===== src/rtl/pattern_seq_detector.sv =====
// rtl/pattern_seq_detector.sv - serial bit-pattern detector with configurable length, overlap mode and saturating match counter
module pattern_seq_detector #(
  parameter int MAX_LEN = 8,
  parameter int CNT_W   = 16
) (
  input  logic               clk,
  input  logic               reset,
  input  logic               cfg_load,
  input  logic [MAX_LEN-1:0] cfg_pattern,
  input  logic [4:0]         cfg_len,
  input  logic               cfg_overlap,
  input  logic               in_valid,
  input  logic               in_bit,
  input  logic               cnt_clr,
  output logic               detected,
  output logic [CNT_W-1:0]   match_count,
  output logic               count_sat,
  output logic               cfg_err
);

  localparam logic [4:0]       LEN_MAX = 5'(MAX_LEN);
  localparam logic [CNT_W-1:0] CNT_MAX = '1;

  logic [MAX_LEN-1:0] pattern_q, pattern_d;
  logic [4:0]         len_q, len_d;
  logic               overlap_q, overlap_d;
  logic [MAX_LEN-1:0] hist_q, hist_d;
  logic [4:0]         fill_q, fill_d;
  logic               detected_q, detected_d;
  logic [CNT_W-1:0]   count_q, count_d;
  logic               sat_q, sat_d;
  logic               err_q, err_d;

  logic               cfg_ok;
  logic               match;
  logic [MAX_LEN-1:0] len_mask;
  logic [MAX_LEN-1:0] hist_shift;
  logic [4:0]         fill_inc;
  logic [CNT_W-1:0]   count_inc;

  always_comb begin
    cfg_ok = (cfg_len >= 5'd2) && (cfg_len <= LEN_MAX);
    for (int i = 0; i < MAX_LEN; i++) begin
      len_mask[i] = (5'(i) < len_q);
    end
    hist_shift = {hist_q[MAX_LEN-2:0], in_bit};
    fill_inc   = (fill_q == LEN_MAX) ? fill_q : fill_q + 5'd1;
    count_inc  = count_q + CNT_W'(1);
    // A load in the same cycle wins, so the incoming bit can never match.
    match = in_valid && !cfg_load && (fill_inc >= len_q) &&
            ((hist_shift & len_mask) == (pattern_q & len_mask));

    pattern_d  = pattern_q;
    len_d      = len_q;
    overlap_d  = overlap_q;
    hist_d     = hist_q;
    fill_d     = fill_q;
    count_d    = count_q;
    sat_d      = sat_q;
    detected_d = match;
    err_d      = cfg_load && !cfg_ok;

    if (cfg_load) begin
      if (cfg_ok) begin
        pattern_d = cfg_pattern;
        len_d     = cfg_len;
        overlap_d = cfg_overlap;
        hist_d    = '0;
        fill_d    = '0;
      end
    end else if (in_valid) begin
      hist_d = hist_shift;
      fill_d = (match && !overlap_q) ? 5'd0 : fill_inc;
    end

    if (cnt_clr) begin
      count_d = match ? CNT_W'(1) : '0;
      sat_d   = 1'b0;
    end else if (match) begin
      if (count_q != CNT_MAX) count_d = count_inc;
      if (count_q == CNT_MAX || count_inc == CNT_MAX) sat_d = 1'b1;
    end

    if (cfg_load && cfg_ok) begin
      count_d = '0;
      sat_d   = 1'b0;
    end
  end

  always_ff @(posedge clk) begin
    if (reset) begin
      pattern_q  <= '0;
      len_q      <= 5'd2;
      overlap_q  <= 1'b1;
      hist_q     <= '0;
      fill_q     <= '0;
      detected_q <= 1'b0;
      count_q    <= '0;
      sat_q      <= 1'b0;
      err_q      <= 1'b0;
    end else begin
      pattern_q  <= pattern_d;
      len_q      <= len_d;
      overlap_q  <= overlap_d;
      hist_q     <= hist_d;
      fill_q     <= fill_d;
      detected_q <= detected_d;
      count_q    <= count_d;
      sat_q      <= sat_d;
      err_q      <= err_d;
    end
  end

  assign detected    = detected_q;
  assign match_count = count_q;
  assign count_sat   = sat_q;
  assign cfg_err     = err_q;

endmodule


===== config.mk =====
export PLATFORM = sky130hd
export DESIGN_NAME = pattern_seq_detector
export DESIGN_NICKNAME = d
export VERILOG_FILES = /design/src/rtl/pattern_seq_detector.sv
export SDC_FILE = /design/constraint.sdc
export NUM_CORES = 1
export LEC_CHECK = 0
export ABC_AREA = 1
export CORE_MARGIN = 2
export CORE_UTILIZATION = 40
export CTS_CLUSTER_SIZE = 20
export DETAILED_ROUTE_END_ITERATION = 7
export PLACE_DENSITY_LB_ADDON = 0.12
export SLEW_MARGIN = 20
export SYNTH_ARGS = -nofsm -noshare
export SYNTH_HDL_FRONTEND = slang
export SYNTH_SLANG_ARGS = --single-unit

===== constraint.sdc =====
create_clock -name clk -period 6.1 [get_ports clk]
set_input_delay 1.22 -clock clk [delete_from_list [all_inputs] [get_ports clk]]
set_output_delay 1.22 -clock clk [all_outputs]
set_load 0.005 [all_outputs]

-- Word level (Yosys, flattened, before mapping)
Cells that the tools add are included.
- flip-flop bits (word level): 45
- input port bits: 20
- muxes and demuxes: 12
- $add $sub $neg: 2
- reductions and logical operators: 20
- bitwise logic cells: 2
- $lt $le $gt $ge: 11
- equal/unequal tests: 6
- operators with widths (cell ; count):
    $mux W16 ; 3
    $eq A16 B16 Y1 const B ; 2
    $mux W5 ; 5
    $mux W7 ; 3
    $lt A3 B5 Y1 const A ; 4
    $add A16 B1 Y16 const B ; 1
    $and A8 B8 Y8 ; 2
    $ne A16 B16 Y1 const B ; 1
    $lt A1 B5 Y1 const A ; 2
    $lt A2 B5 Y1 const A ; 2
    $eq A8 B8 Y1 ; 1
    $reduce_and A2 Y1 ; 4
    $logic_and A1 B1 Y1 ; 7
    $reduce_bool A2 Y1 ; 3
    $add A5 B1 Y5 const B ; 1
    $eq A5 B4 Y1 const B ; 1
    $ge A5 B2 Y1 const B ; 1
    $ge A5 B5 Y1 ; 1
    $le A5 B4 Y1 const B ; 1
    $logic_not A1 Y1 ; 3
    $reduce_or A3 Y1 ; 1
    $ne A2 B1 Y1 const B ; 1
    $reduce_or A2 Y1 ; 1
    $logic_or A1 B1 Y1 ; 1
    $mux W1 ; 1

-- Longest topological paths before layout
- word-level depth: 9
- gate-level depth with buffers: 17
- mapped depth without buffers: 17

-- Worst setup path after synthesis
No wires, ideal clock.
- path kind: input-to-reg
- from: input cfg_len[1]
- to: register count_q[3], in the netlist match_count[3]
- buffers on the path: 0
- stages on the path: 9
- required time: 6030 ps
- arrival: 2282 ps
- path slack: 3748 ps
- cells stage by stage: nor2_1 o21ai_1 nand2_1 nor2_1 nor2_1 inv_1 nor2_1 o21ai_0 a21oi_1
- word-level cells in the longest chain between the ends: 4
- elaborated cells between the ends (all ways): 5
- classes of those cells: 2 x order compare; 3 x reduce/logical
- RTL lines (item ; line ; text):
    from (decl) ; 10 ; input logic [4:0] cfg_len,
    $ge A5 B2 Y1 or $le A5 B4 Y1 (tied branches) ; 42 ; cfg_ok = (cfg_len >= 5'd2) && (cfg_len <= LEN_MAX);
    $logic_and A1 B1 Y1 (*) ; 42 ;
    $logic_and A1 B1 Y1 (*) ; 84 ; if (cfg_load && cfg_ok) begin
    $reduce_or A2 Y1 (no source line) (*) ; n/a ;
    to (signal assigned) ; 108 ; count_q <= count_d;
    to (decl) ; 30 ; logic [CNT_W-1:0] count_q, count_d;
Every way passes the cells marked *; elsewhere a longest branch is shown, timed or not.
A chain may end at the register's enable or synchronous reset.

-- Final worst setup path
- from: input cfg_len[1]
- to: register fill_q[4]
- word-level cells in the longest chain between the ends: 4
- elaborated cells between the ends (all ways): 5
- classes of those cells: 2 x order compare; 1 x eq/ne; 2 x reduce/logical
- RTL lines (item ; line ; text):
    $ge A5 B2 Y1 or $le A5 B4 Y1 (tied branches) ; 42 ;
    $logic_and A1 B1 Y1 (*) ; 42 ;
    $ne A2 B1 Y1 (no source line) (*) ; n/a ;
    $reduce_and A2 Y1 (no source line) (*) ; n/a ;
    to (signal assigned) ; 106 ; fill_q <= fill_d;
    to (decl) ; 28 ; logic [4:0] fill_q, fill_d;
Marks and branches as above.

==> metrics.yaml <==
synth_top_area_share_pct: 35.84
synth_area_leader_cell: "dfxtp_1"
whs_endpoint: "count_sat"
syn_inst: 378
r2r-start: "fill_q[0]"
routed_wl_mm: 5.733
worstPathMaxFanout: 17
rows: 28
start_util_pct: 41.96
cts.path.max_buffers: 2
cpMaxStageDelayCell: "nor2_1"
drive_gt1_share_pct: 4.578
cellLeakagePower_nw: 1.224
grt_pass1_wl_mm: 9.825
synth_cell_type_count: 23
antenna_left: 0
crit_family: "simple AND/OR/NAND/NOR gates"
gp_congestion: 0.8181
cts.clk_slew.worst_paths_ns: 0.09
cts_sinks: 45
port_buffers: 38
cts_buffers: 5
required_ns: 6.26
path_common_cell: "nor2_1"
cts_root_buf: "clkbuf_8"
holdCritPathClass: "reg -> reg"
drv_slew: 0
multiInputGateArea_um2: 1388
fin_setup_tns_ns: 0
cts.repair_timing.setup_buffer_count: 0
fillers: 639
rr_worst_depth: 17
htreeDepth: 2
vias: 2427
ys_ff_latch: 45
worstPathArrival_ns: 3.30
avgViaCountPerCell: 4.953
fmax_mhz: 318.5
startpoint: "cfg_len[1]"
power_density_nw_per_um2: 184.3
tightestPinTransition_ns: 0.8705
io_pins: 39
setup_viol: 0
die_area_um2: 6934
cap_violations: 0
die_w_um: 83.27
irDropWorstVdd_mv: 0.1382
synthTopCellsByArea: "dfxtp_1 36%, nand2_1 13%, nor2_1 7.8%"
hold_viol: 0
n_antenna_cell: 0
grt-ovfl-total: 0
die_h_um: 83.27
finish.net_count: 443
post-route-min-period_ns: 3.140
crit_type: "in -> reg"
status: "completed"
startpoint_type: "input pin"
crit_chain: "clkdlybuf4s50_1 > nor2_1 > nor2_1 > nor2_1 > nand2_1 > nor2_1 > nor2_1 > nand2_1 > a21oi_1"
hold_buffers: 0
critPathBufInv: 1
fin_hold_ws_ns: 0.4607
drt_pass1_iterations: 4
syn_area_per_cell_um2: 6.650
final_common_cell: "nand2_1"
rsz0062_at_grt: "false"
core_um2: 5991
grt_pass1_vias: 2263
clk_latency_ns: 0.30
drcViolationCount: 0
drt_iter0_drc: 67
slowest_delay_ns: 0.66
wl_per_cell_um: 11.70
min_path_cells: 2
track_usage_pct: 17.01
final_cell_mix: "88 x nand2_1, 52 x nor2_1, 45 x dfxtp_1"
grt_max_degree: 23
antenna_found_initial: 0
finalCritPeriodShare_pct: 51.48
reg2reg_setup_slack_ns: 3.56
seq_area_um2: 900.9
dpl.hpwl_mm: 4.424
slew_headroom_pct: 41.75
r2r-end: "match_count[4]"
skew_ns: 0.006137
end_kind: "register"
synth.yosys.seq_area_share_pct: 35.84
hold_start: "count_sat"
cts_resized: 0
cts_tree: "yes"
area_growth_pct: 20.51
synth_area_um2: 2514
synth_warnings: 0
syn_nets: 407
kinds of logic (layout without fill, tap and decap cells):
family	after synthesis	after routing	share of synthesized area (%)
flops	45	45	35.84
compound gates	65	65	13.04
fa+ha+maj	9	9	4.480
xor+xnor	14	14	4.878
buf+inv	56	93	8.960
simple gates	189	189	32.80
cell type report:
class	count	share of cell area (%)
clock buffers	5	2.272
clock inverters	3	0.7022
inverters	47	5.824
multi-input cells	277	45.81
flip-flops and latches	45	29.74
well taps	75	3.098
repair buffers	38	12.56
how the worst max path moves through the flow:
stage	to	slack, ns	cells after the start
6_report	fill_q[4]	2.96	9
5_1_grt	fill_q[3]	2.71	9
4_1_cts	fill_q[4]	2.93	9
3_5_place_dp	fill_q[4]	2.62	9
3_3_place_gp	hist_q[1]	2.68	9
2_1_floorplan	match_count[3]	3.75	9
sequential cells by signal (all words and copies together) (netlist names):
register     flops
pattern_q        8
hist_q           7
fill_q           5
cfg_err          1
count_sat        1
match_count     16
overlap_q        1
len_q            5
detected         1
worst register-to-register path, stage by stage, from the launching register on:
cell     delay (ns)
dfxtp_1        0.39
inv_1          0.08
ha_1           0.20
nand3_1        0.11
nand2_1        0.06
nor2_1         0.16
ha_1           0.29
nand2_1        0.07
inv_1          0.03
o21ai_0        0.14
nand4_1        0.11
nand2_1        0.13
nor2_4         0.08
nand2_4        0.20
inv_2          0.15
nand2_1        0.08
nand2_1        0.06
a21oi_1        0.14
synth_stat cells:
master    count
xor2_1       14
a21oi_1      35
clkbuf_1      7
nand3_1      27
nor3_1        3
nand2_1      88
inv_2         3
nand3_2       1
nor2_4        3
o21ai_0      21
inv_1        44
o21ai_1       8
nand2_2       1
nor2_2        1
ha_1          9
or3_4         1
dfxtp_1      45
nand2_4       1
nand4_1      10
nor2_1       52
buf_6         2
nand3b_1      1
o211ai_1      1
per-stage QoR:
step	cells	cell area [µm²]	utilization, %	power (mW)	setup WS (ns)
floorplan	378	2514	-	0.3512	3.748
global placement	482	2939	49.06	0.3756	2.681
detailed placement	482	2939	49.06	0.3765	2.624
CTS	490	3029	50.56	0.5638	2.933
global route	490	3029	50.56	0.5847	2.709
finish	490	3029	50.56	0.5583	2.960
report_power, final:
part | total [mW] | internal [mW] | switching (mW)
clock | 0.190 | 0.0814 | 0.108
combinational | 0.0618 | 0.0268 | 0.0349
sequential | 0.307 | 0.301 | 0.00601
routing by layer:
layer	up-vias	share of wire [%]	global-route usage, %
li1	1294	-	-
met5	-	0	0
met2	47	51	31.38
met1	1074	44	19.01
met3	12	2.9	3.181
met4	0	2.9	7.004
Note: power is estimated with default switching activity, not from simulation.
==> RTL edit (same settings) <==
Register the output `count_sat` once more, cleared by the reset; this adds one clock of latency there. The other outputs are not delayed to match.
--- a/src/rtl/pattern_seq_detector.sv
+++ b/src/rtl/pattern_seq_detector.sv
@@ -113,7 +113,13 @@
 
   assign detected    = detected_q;
   assign match_count = count_q;
-  assign count_sat   = sat_q;
+  always_ff @(posedge clk) begin
+    if (reset) begin
+      count_sat <= '0;
+    end else begin
+      count_sat <= sat_q;
+    end
+  end
   assign cfg_err     = err_q;
 
 endmodule
Behaviour: no difference found for any inputs over 4 cycles, from zero or initial values and one cycle with reset high; that may be too few to reach the edited logic, so the function may still have changed.
==> RTL edit against the unedited design <==
  * Area after synthesis increased by 0.95%
  * Worst setup slack got worse by 0.027 ns
  * Core utilization decreased by 1.2 points
  * Wire length increased by 8.5%
  * Sequential cell count increased by 1
  * Total power increased by 9.0%
  * First-iteration DRC count increased by 57%
  * Design area increased by 1.7%
  * Critical endpoint is now len_q[2]
  * Largest power group unchanged
  * Highest routed layer unchanged
==> RTL edit: results (changes against the unedited design) <==
main area contributors after synthesis dfxtp_1, nand2_1, nor2_1; antenna violations before repair 0 (unchanged); Buffers on Ports 38 (unchanged); placer congestion estimate 0.8736 (+6.8%); Yosys warnings 0 (unchanged); largest net degree at the start of global routing 23 (unchanged); post_cts resized 0 (unchanged); Routed Antenna Nets 0 (unchanged); synth cell count leaders nand2_1, nor2_1, dfxtp_1; overall global routing resource usage 0.1806 (+0.01050); share of layout cells above drive strength 1 0.04556 (-0.0002196); CP max FO 17 (unchanged); Seq/Total Area, Yosys 0.3629 (+0.004532); Max VDD drop 0.0001190 V (-14%); Routed wire per std cell 12.59 um (+7.6%); arrival time worst endpoint 3.36 ns (+0.06 ns); first-pass GRT wire length 10410 um (+5.9%); clk root buf clkbuf_8; non-filler instance count after layout 494 (+0.82%); Post-Place Setup Slack 2.601 ns (-0.02285 ns); Post-CTS Repair Setup Buffers 0 (unchanged); clock skew 0.008417 ns (+0.002279 ns); router iterations before antenna repair 4 (unchanged); Antenna Cells 0 (unchanged); DR iter-0 viols 105 (+57%); ys flop type dfxtp_1; post-DP HPWL 4638 um (+4.8%); async set-reset flop share out of synthesis 0 (unchanged); Via density 5.091 (+2.8%); max reg flops 16 (unchanged); Post-Synth Adder-Cell Area 0.04438 (-0.0004197); status finished, final reports clean; clk slew on worst S/H paths 0.09 ns (about the same); compound-cell area share of the yosys netlist 0.1292 (-0.001222); XOR/XNOR Fraction of Synth Area 0.04832 (-0.0004570); Leak Pwr 0.001241 uW (+1.3%); # fillers 677 (+5.9%); syn_nets 409 (+0.49%); clock tree buffer depth 2 (unchanged); Worst-Skew Late Latency 0.31 ns; placed cell area 2965 um^2 (+0.89%); Hold Path Class reg2reg; Distinct cells, synth 24 (+4.3%); vias in the first global route 2232 (-1.4%); Layout Nets 445 (+0.45%); H-tree levels 2 (unchanged); Num CTS Buffers 5 (unchanged); mux cell area share after synthesis 0 (unchanged); syn avg cell area 6.677 um^2 (+0.41%); Max-slew headroom 0.4083 (-0.009198)
==> RTL edit: changes by cell type after synthesis, sizes merged <==
| cell | change |
|---|---|
| dfxtp | +1 |
| clkbuf | -1 |
| buf | +1 |
| nor2 | +1 |
==> RTL edit: layer usage <==
| metal | part of all wire | up-vias | routed length [um] | track usage |
|---|---|---|---|---|
| li1 | - | 1293 | - | - |
| met5 | 0 | - | 0 | 0 |
| met4 | 0.0095 | 0 | 59 | 0.04839 |
| met3 | 0.060 | 6 | 374 | 0.04154 |
| met2 | 0.40 | 65 | 2472 | 0.2538 |
| met1 | 0.53 | 1151 | 3312 | 0.2750 |
==> RTL edit: final cells by class <==
cell class	count	area [um^2]	share of cell area
repair buffers	38	380.4	0.1235
flip-flops and latches	46	920.9	0.2991
inverters	47	176.4	0.05729
multi-input cells	278	1391	0.4518
clock buffers	5	68.82	0.02235
clock inverters	3	45.04	0.01463
well taps	77	96.34	0.03129
==> RTL edit: where the power goes <==
part           switching, uW  internal (uW)
Sequential              6.16            308
Clock                    111            122
Combinational           35.7           26.9
Total                    152            456
==> RTL edit: critical path: stages <==
cell and delay [ns]:
clkdlybuf4s50_1 0.42, nor2_1 0.14, nor2_1 0.05, nor2_1 0.08, nand2_1 0.07, nor2_1 0.67
inv_1 0.38, o21ai_0 0.26, a21oi_1 0.06
==> RTL edit: path summary, 6_finish.rpt <==
path | startpoint | end | slack, ns | cells past startpoint
worst max-delay path | cfg_len[1] | len_q[2] | 2.93 | 9
worst min-delay path | sat_q | count_sat | 0.45 | 2
worst max register to register | fill_q[0] | match_count[2] | 3.50 | 15
worst min register to register | sat_q | count_sat | 0.45 | 2
